==> config.mk <==
export PLATFORM = sky130hd
export DESIGN_NAME = counter_seq_ctrl
export DESIGN_NICKNAME = d
export VERILOG_FILES = /design/src/rtl/counter_seq_ctrl.sv
export SDC_FILE = /design/constraint.sdc
export NUM_CORES = 1
export LEC_CHECK = 0
export BUFFER_PORTS_ARGS = -buffer_cell sky130_fd_sc_hd__buf_4
export CAP_MARGIN = 10
export CELL_PAD_IN_SITES_DETAIL_PLACEMENT = 1
export CELL_PAD_IN_SITES_GLOBAL_PLACEMENT = 1
export CORE_UTILIZATION = 34
export CTS_CLUSTER_DIAMETER = 150
export DETAILED_ROUTE_END_ITERATION = 10
export GPL_TIMING_DRIVEN = 1
export PLACE_DENSITY_LB_ADDON = 0.1
export SLEW_MARGIN = 25
export SYNTH_ARGS = -nofsm -noshare
export SYNTH_HDL_FRONTEND = slang
export SYNTH_SLANG_ARGS = --single-unit
==> constraint.sdc <==
create_clock -name clock -period 1.8 [get_ports clock]
set_input_delay 0 -clock clock [delete_from_list [all_inputs] [get_ports clock]]
set_output_delay 0 -clock clock [all_outputs]
set_load 0.005 [all_outputs]
==> src/rtl/counter_seq_ctrl.sv <==
// Sequencing controller for the 4-bit up/down load counter.
// Optional prediction checker: define COUNTER_PREDICT_CHK_EN.
module counter_seq_ctrl #(
  parameter int MAX_STEPS = 16,
  parameter int STEP_W    = $clog2(MAX_STEPS + 1)
) (
  input  logic              clock,
  input  logic              resetn,
  input  logic              req_valid,
  output logic              req_ready,
  input  logic [1:0]        req_mode,
  input  logic [3:0]        req_start,
  input  logic [3:0]        req_target,
  output logic [3:0]        cnt_din,
  output logic              cnt_load,
  output logic              cnt_up_down,
  input  logic [3:0]        cnt_count,
  output logic              done,
  output logic              err,
  output logic [STEP_W-1:0] steps,
  output logic              pred_err
);

  typedef enum logic [1:0] {
    IDLE,
    LOAD,
    STEP
  } state_t;

  localparam logic [STEP_W-1:0] MAX_CNT = STEP_W'(MAX_STEPS);

  state_t            state_q, state_d;
  logic [3:0]        start_q, start_d;
  logic [3:0]        target_q, target_d;
  logic              down_q, down_d;
  logic [STEP_W-1:0] cnt_q, cnt_d;
  logic [STEP_W-1:0] steps_q, steps_d;
  logic              done_q, done_d;
  logic              err_q, err_d;
  logic              accept;

  assign req_ready = resetn && (state_q == IDLE);
  assign accept    = req_valid && req_ready;

  always_comb begin
    state_d  = state_q;
    start_d  = start_q;
    target_d = target_q;
    down_d   = down_q;
    cnt_d    = cnt_q;
    steps_d  = steps_q;
    done_d   = 1'b0;
    err_d    = 1'b0;
    unique case (state_q)
      IDLE: begin
        if (accept) begin
          unique case (1'b1)
            (req_mode == 2'b11): begin
              err_d   = 1'b1;
              steps_d = '0;
            end
            default: begin
              state_d  = LOAD;
              target_d = req_target;
              start_d  = (req_mode == 2'b00) ? req_target
                                             : req_start;
              down_d   = (req_mode == 2'b10);
            end
          endcase
        end
      end
      LOAD: begin
        state_d = STEP;
        cnt_d   = '0;
      end
      STEP: begin
        // a match wins over a timeout seen in the same cycle
        if (cnt_count == target_q) begin
          done_d  = 1'b1;
          steps_d = cnt_q;
          state_d = IDLE;
        end else if (cnt_q == MAX_CNT) begin
          err_d   = 1'b1;
          steps_d = MAX_CNT;
          state_d = IDLE;
        end else begin
          cnt_d = cnt_q + STEP_W'(1);
        end
      end
      default: state_d = IDLE;
    endcase
  end

  always_ff @(posedge clock) begin
    if (!resetn) begin
      state_q  <= IDLE;
      start_q  <= 4'd0;
      target_q <= 4'd0;
      down_q   <= 1'b0;
      cnt_q    <= '0;
      steps_q  <= '0;
      done_q   <= 1'b0;
      err_q    <= 1'b0;
    end else begin
      state_q  <= state_d;
      start_q  <= start_d;
      target_q <= target_d;
      down_q   <= down_d;
      cnt_q    <= cnt_d;
      steps_q  <= steps_d;
      done_q   <= done_d;
      err_q    <= err_d;
    end
  end

  assign cnt_load    = (state_q == LOAD);
  assign cnt_din     = cnt_load ? start_q : 4'd0;
  assign cnt_up_down = down_q;
  assign done        = done_q;
  assign err         = err_q;
  assign steps       = steps_q;

`ifdef COUNTER_PREDICT_CHK_EN
  logic [3:0] model_q, model_d;
  logic       perr_q;

  // independent replica of the counter, driven by our own outputs
  always_comb begin
    model_d = model_q;
    if (cnt_load)
      model_d = cnt_din;
    else if (cnt_up_down)
      model_d = (model_q > 4'd10 || model_q < 4'd2) ? 4'd4
                                                   : model_q - 4'd1;
    else
      model_d = (model_q > 4'd12) ? 4'd0 : model_q + 4'd1;
  end

  always_ff @(posedge clock) begin
    if (!resetn) begin
      model_q <= 4'd0;
      perr_q  <= 1'b0;
    end else begin
      model_q <= model_d;
      if (model_q != cnt_count)
        perr_q <= 1'b1;
    end
  end

  assign pred_err = perr_q;
`else
  assign pred_err = 1'b0;
`endif

endmodule
-- Word-level counts from Yosys, hierarchy flattened
Index checks and enable logic that the tools add are counted.
- multiply operators: 0
- reduce and logical (&&, ||, !) cells: 11
- shifts and indexed selects: 0
- magnitude comparators: 0
- bitwise gates (word level): 1
- multiplexer cells: 21
- add/sub/neg operators: 1
- divide/modulo/power cells: 0
- equal/unequal tests: 12
- operators with widths (cell ; count):
    $mux 5 ; 6
    $pmux 5 s2 ; 2
    $reduce_and 3->1 ; 3
    $mux 2 ; 4
    $mux 4 ; 2
    $ne 2x2->1 const B ; 4
    $eq 2x2->1 const B ; 3
    $pmux 2 s3 ; 1
    $add 5x1->5 const B ; 1
    $eq 5x5->1 const B ; 1
    $mux 1 ; 5
    $eq 4x4->1 ; 1
    $logic_not 2->1 ; 2
    $reduce_and 4->1 ; 1
    $reduce_bool 2->1 ; 2
    $ne 3x3->1 const B ; 1
    $eq 2x1->1 const B ; 1
    $logic_and 1x1->1 ; 2
    $ne 2x1->1 const B ; 1
    $pmux 1 s2 ; 1
    $reduce_and 2->1 ; 1
    $not 1->1 ; 1
- flip-flop bits (word level): 23
- output and inout port bits: 15
- RAM bits: 0
- bits in latches: 0
- ROM bits: 0
- word-level logic and storage cells: 54
- memories: 0

-- Logic depth before layout (Yosys ltp)
- depth in word-level cells: 5
- gate-level depth with buffers: 7
- depth with buffers taken out: 6

-- Worst setup path before layout
No wires, ideal clock.
- path kind: flip-flop to flip-flop
- start: register cnt_q[0]
- end: register steps_q[0], in the netlist steps[0]
- arrival: 1.621 ns
- clock period less this slack: 1.749 ns
- path slack: 0.051 ns
- stages on the path, launching flop included: 7
- path buffers: 0
- path through: dfxtp_1 > inv_1 > ha_1 > and4bb_2 > a41oi_1 > a21oi_1 > a2bb2oi_1
- word-level cells in the longest chain between the ends: 3
- elaborated cells on any way between the ends: 5
- RTL lines (item ; RTL line ; source):
    start: declaration ; 36 ; logic [STEP_W-1:0] cnt_q, cnt_d;
    start signal: assignment ; 109 ; cnt_q <= cnt_d;
    $eq 5x5->1 ; 82 ; end else if (cnt_q == MAX_CNT) begin
    $ne 3x3->1 (no line) ; -- ;
    $reduce_and 4->1 (no line) ; -- ;
    end signal: assignment ; 110 ; steps_q <= steps_d;
    end: declaration ; 37 ; logic [STEP_W-1:0] steps_q, steps_d;
Several ways; a longest one is shown, not always the timed one.
A chain may end at the register's enable or synchronous reset.

-- Final worst setup path
- start: register cnt_q[1]
- end: register state_q[0]
- word-level cells in the longest chain between the ends: 3
- RTL lines (item ; RTL line ; source):
    $eq 5x5->1 ; 82 ;
    $ne 3x3->1 (no line) ; -- ;
    $reduce_and 3->1 (no line) ; -- ;
    end signal: assignment ; 105 ; state_q <= state_d;
    end: declaration ; 32 ; state_t state_q, state_d;
No other way between the ends.

==> results.json <==
{
  "outcome": "complete, no violations",
  "syn_inst": 136,
  "final_layout_size_suffix_gt1_share_pct": 28.1,
  "grt_use_met3_pct": 2.94,
  "cts_tree": "done",
  "drc": 0,
  "grtUsageMet1_pct": 23.6,
  "syn_avg_cell_area_um2": 8.73,
  "setup_violations": 0,
  "root_buffer": "clkbuf_4",
  "area_growth_syn_to_layout_pct": 36.6,
  "synth_top_area_share_pct": 38.8,
  "synthArstFlopShare_pct": 0,
  "max-clock-path-buffers": 2,
  "synth-seq-area-share_pct": 38.8,
  "whs_ns": 0.0203,
  "yosys.area.top_type": "dfxtp_1",
  "power.ir.vdd_worst_mv": 0.335,
  "synth-edff-count": 0,
  "r2r-start": "cnt_q[1]",
  "crit_type": "reg2reg",
  "vias": 1168,
  "crit_buf_inv": 2,
  "synth-seq-cells": 23,
  "clock-sinks": 23,
  "grt_overflow": 0,
  "crit_path_end": "state_q[0]",
  "wirelength_um": 3320,
  "synth_warnings": 0,
  "synth.distinct_cells": 37,
  "htree_levels": 1,
  "crit_fanout": 8,
  "hold_viol_final": 0,
  "reg2reg_depth": 7,
  "syn_nets": 159,
  "crit_arrival_ns": 1.86,
  "worstPathRequired_ns": 2.02,
  "cp-startpoint": "cnt_q[1]",
  "place_inst": 212,
  "cp_top_family": "compound AO/OA/AOI/OAI gates",
  "end_kind": "register",
  "dieArea_um2": 3730,
  "post_cts_buffers": 0,
  "crit_cells": 7,
  "num_antenna_cells": 0,
  "synthTopCellsByCount": "23 x dfxtp_1, 14 x nand2_1, 12 x nor2_1",
  "initial_utilization_pct": 35.6,
  "grt_pass1_wl_um": 5090,
  "routedWlPerCell_um": 14.8,
  "grt_use_met2_pct": 30.9,
  "grt_start_max_net_pins": 15,
  "period_minus_slack_ns": 1.64,
  "cts_buffers": 3,
  "dpl_worst_slack_ns": 0.0919,
  "dominantRegCellSynth": "dfxtp_1",
  "io_buffers": 30,
  "core_area_um2": 3340,
  "dieWidth_um": 61.1,
  "r2r_slack_ns": 0.16,
  "final_max_slew_viol_count": 0,
  "drt-initial-drc-count": 35,
  "ios": 32,
  "r2r_end": "state_q[0]",
  "hold_path_class": "in2reg",
  "ant_nets": 0,
  "drt-vias-per-instance": 5.21,
  "fin_ws_ns": 0.160,
  "nets": 202,
  "grt-busiest-layer": "met2",
  "ys_top_cells_by_area": "dfxtp_1 39%, ha_1 6.3%, mux2i_1 5.1%",
  "max_freq_mhz": 610,
  "synth.most_common_cell": "dfxtp_1",
  "setup.worst_path.start_class": "register",
  "rsz0062_at_grt": "no",
  "period_share_pct": 91.1,
  "crit_chain": "inv_1 > ha_1 > and4bb_2 > a41oi_1 > buf_4 > a21oi_1 > a211oi_2",
  "rows": 21,
  "skew_ns": 0.00288,
  "cts.clk_slew.worst_paths_ns": 0.13,
  "gp_congestion": 0.825,
  "grt_usage_pct": 18.5,
  "antenna_found_initial": 0,
  "setup_tns_ns": 0,
  "power_leakage_nw": 0.631,
  "cp_slowest_stage_delay_ns": 0.38,
  "syn_area_um2": 1190,
  "cp_slowest_cell": "dfxtp_2",
  "grt_pass1_vias": 1144,
  "fin_cells": 224,
  "dp_hpwl_um": 2480,
  "dieHeight_um": 61.1,
  "max-cap-violations": 0,
  "total_power_w": 0.00107,
  "firstDrtPassIters": 4,
  "clock_latency_ns": 0.31,
  "powerDensity_nw_per_um2": 659
}
final cells by class:
| type | instances | area (um^2) |
|---|---|---|
| well taps | 46 | 57.6 |
| clock buffers | 4 | 26.3 |
| multi-input cells | 99 | 692 |
| flip-flops and latches | 23 | 462 |
| fillers | 401 | 1720 |
| inverters | 7 | 26.3 |
| repair buffers | 45 | 358 |
per-stage QoR:
step / util, % / cell area (um^2)
6_report: 48.6 / 1620
4_1_cts: 47.8 / 1600
3_5_place_dp: 44.7 / 1490
5_1_grt: 48.6 / 1620
3_3_place_gp: 44.7 / 1490
2_1_floorplan: - / 1190
flip-flops by register name, indices dropped and copies added (netlist names):
register and cells:
cnt_q 5, steps 5, start_q 4, target_q 4, state_q 2, cnt_up_down 1
done 1, err 1
per-layer routing:
metal	wire [um]	part of all wire, %
met2	1590	48
met5	0	0
met3	122	3.7
met1	1570	47
met4	38	1.1
cell families after synthesis:
| logic type | after synthesis | share of synthesized area (%) |
|---|---|---|
| and+or+nand+nor | 48 | 20.5 |
| other | 1 | 0.316 |
| AOI/OAI and AO/OA | 34 | 21.1 |
| DFF | 23 | 38.8 |
| muxes | 6 | 5.06 |
| buffers and inverters | 14 | 4.95 |
| xor gates and xnor gates | 4 | 2.95 |
| adders and majority gates | 6 | 6.32 |
cells in the final DEF (no fill, tap or decap), types with 2 or more instances in the layout:
cell type	netlist	layout
o21ai_0	4	4
and2_1	4	4
dlygate4sd3_1	0	8
clkbuf_4	0	3
xnor2_1	4	4
buf_4	1	37
nand4_1	7	7
ha_1	6	4
a21oi_1	6	5
nand3_1	4	4
nand2_1	14	14
or4_1	2	2
inv_1	6	6
a2bb2oi_1	5	5
mux2i_1	6	6
dfxtp_1	23	22
o211ai_1	4	4
nor2_1	12	12
a311oi_1	4	4
worst min path at each step:
| stage | startpoint | end | depth (start not counted) |
|---|---|---|---|
| 5_1_grt | resetn | cnt_up_down | 2 |
| 4_1_cts | resetn | cnt_up_down | 2 |
| 6_report | resetn | cnt_up_down | 2 |
| 2_1_floorplan | req_target[0] | target_q[0] | 2 |
| 3_5_place_dp | req_target[3] | target_q[3] | 3 |
| 3_3_place_gp | req_target[3] | target_q[3] | 3 |
repair_timing:
item,4_1_cts,5_1_grt
setup endpoints to repair,0,8
resized for setup,0,6
hold endpoints to repair,8,0
hold buffers,8,0
where the power goes:
part	switching [W]	internal (W)	total [W]	leakage, nW
Combinational	0.000138	0.000136	0.000274	0.429
Sequential	0.0000139	0.000534	0.000548	0.187
Clock	0.000160	0.0000864	0.000247	0.0150
Power figures use the tool's default switching activity.
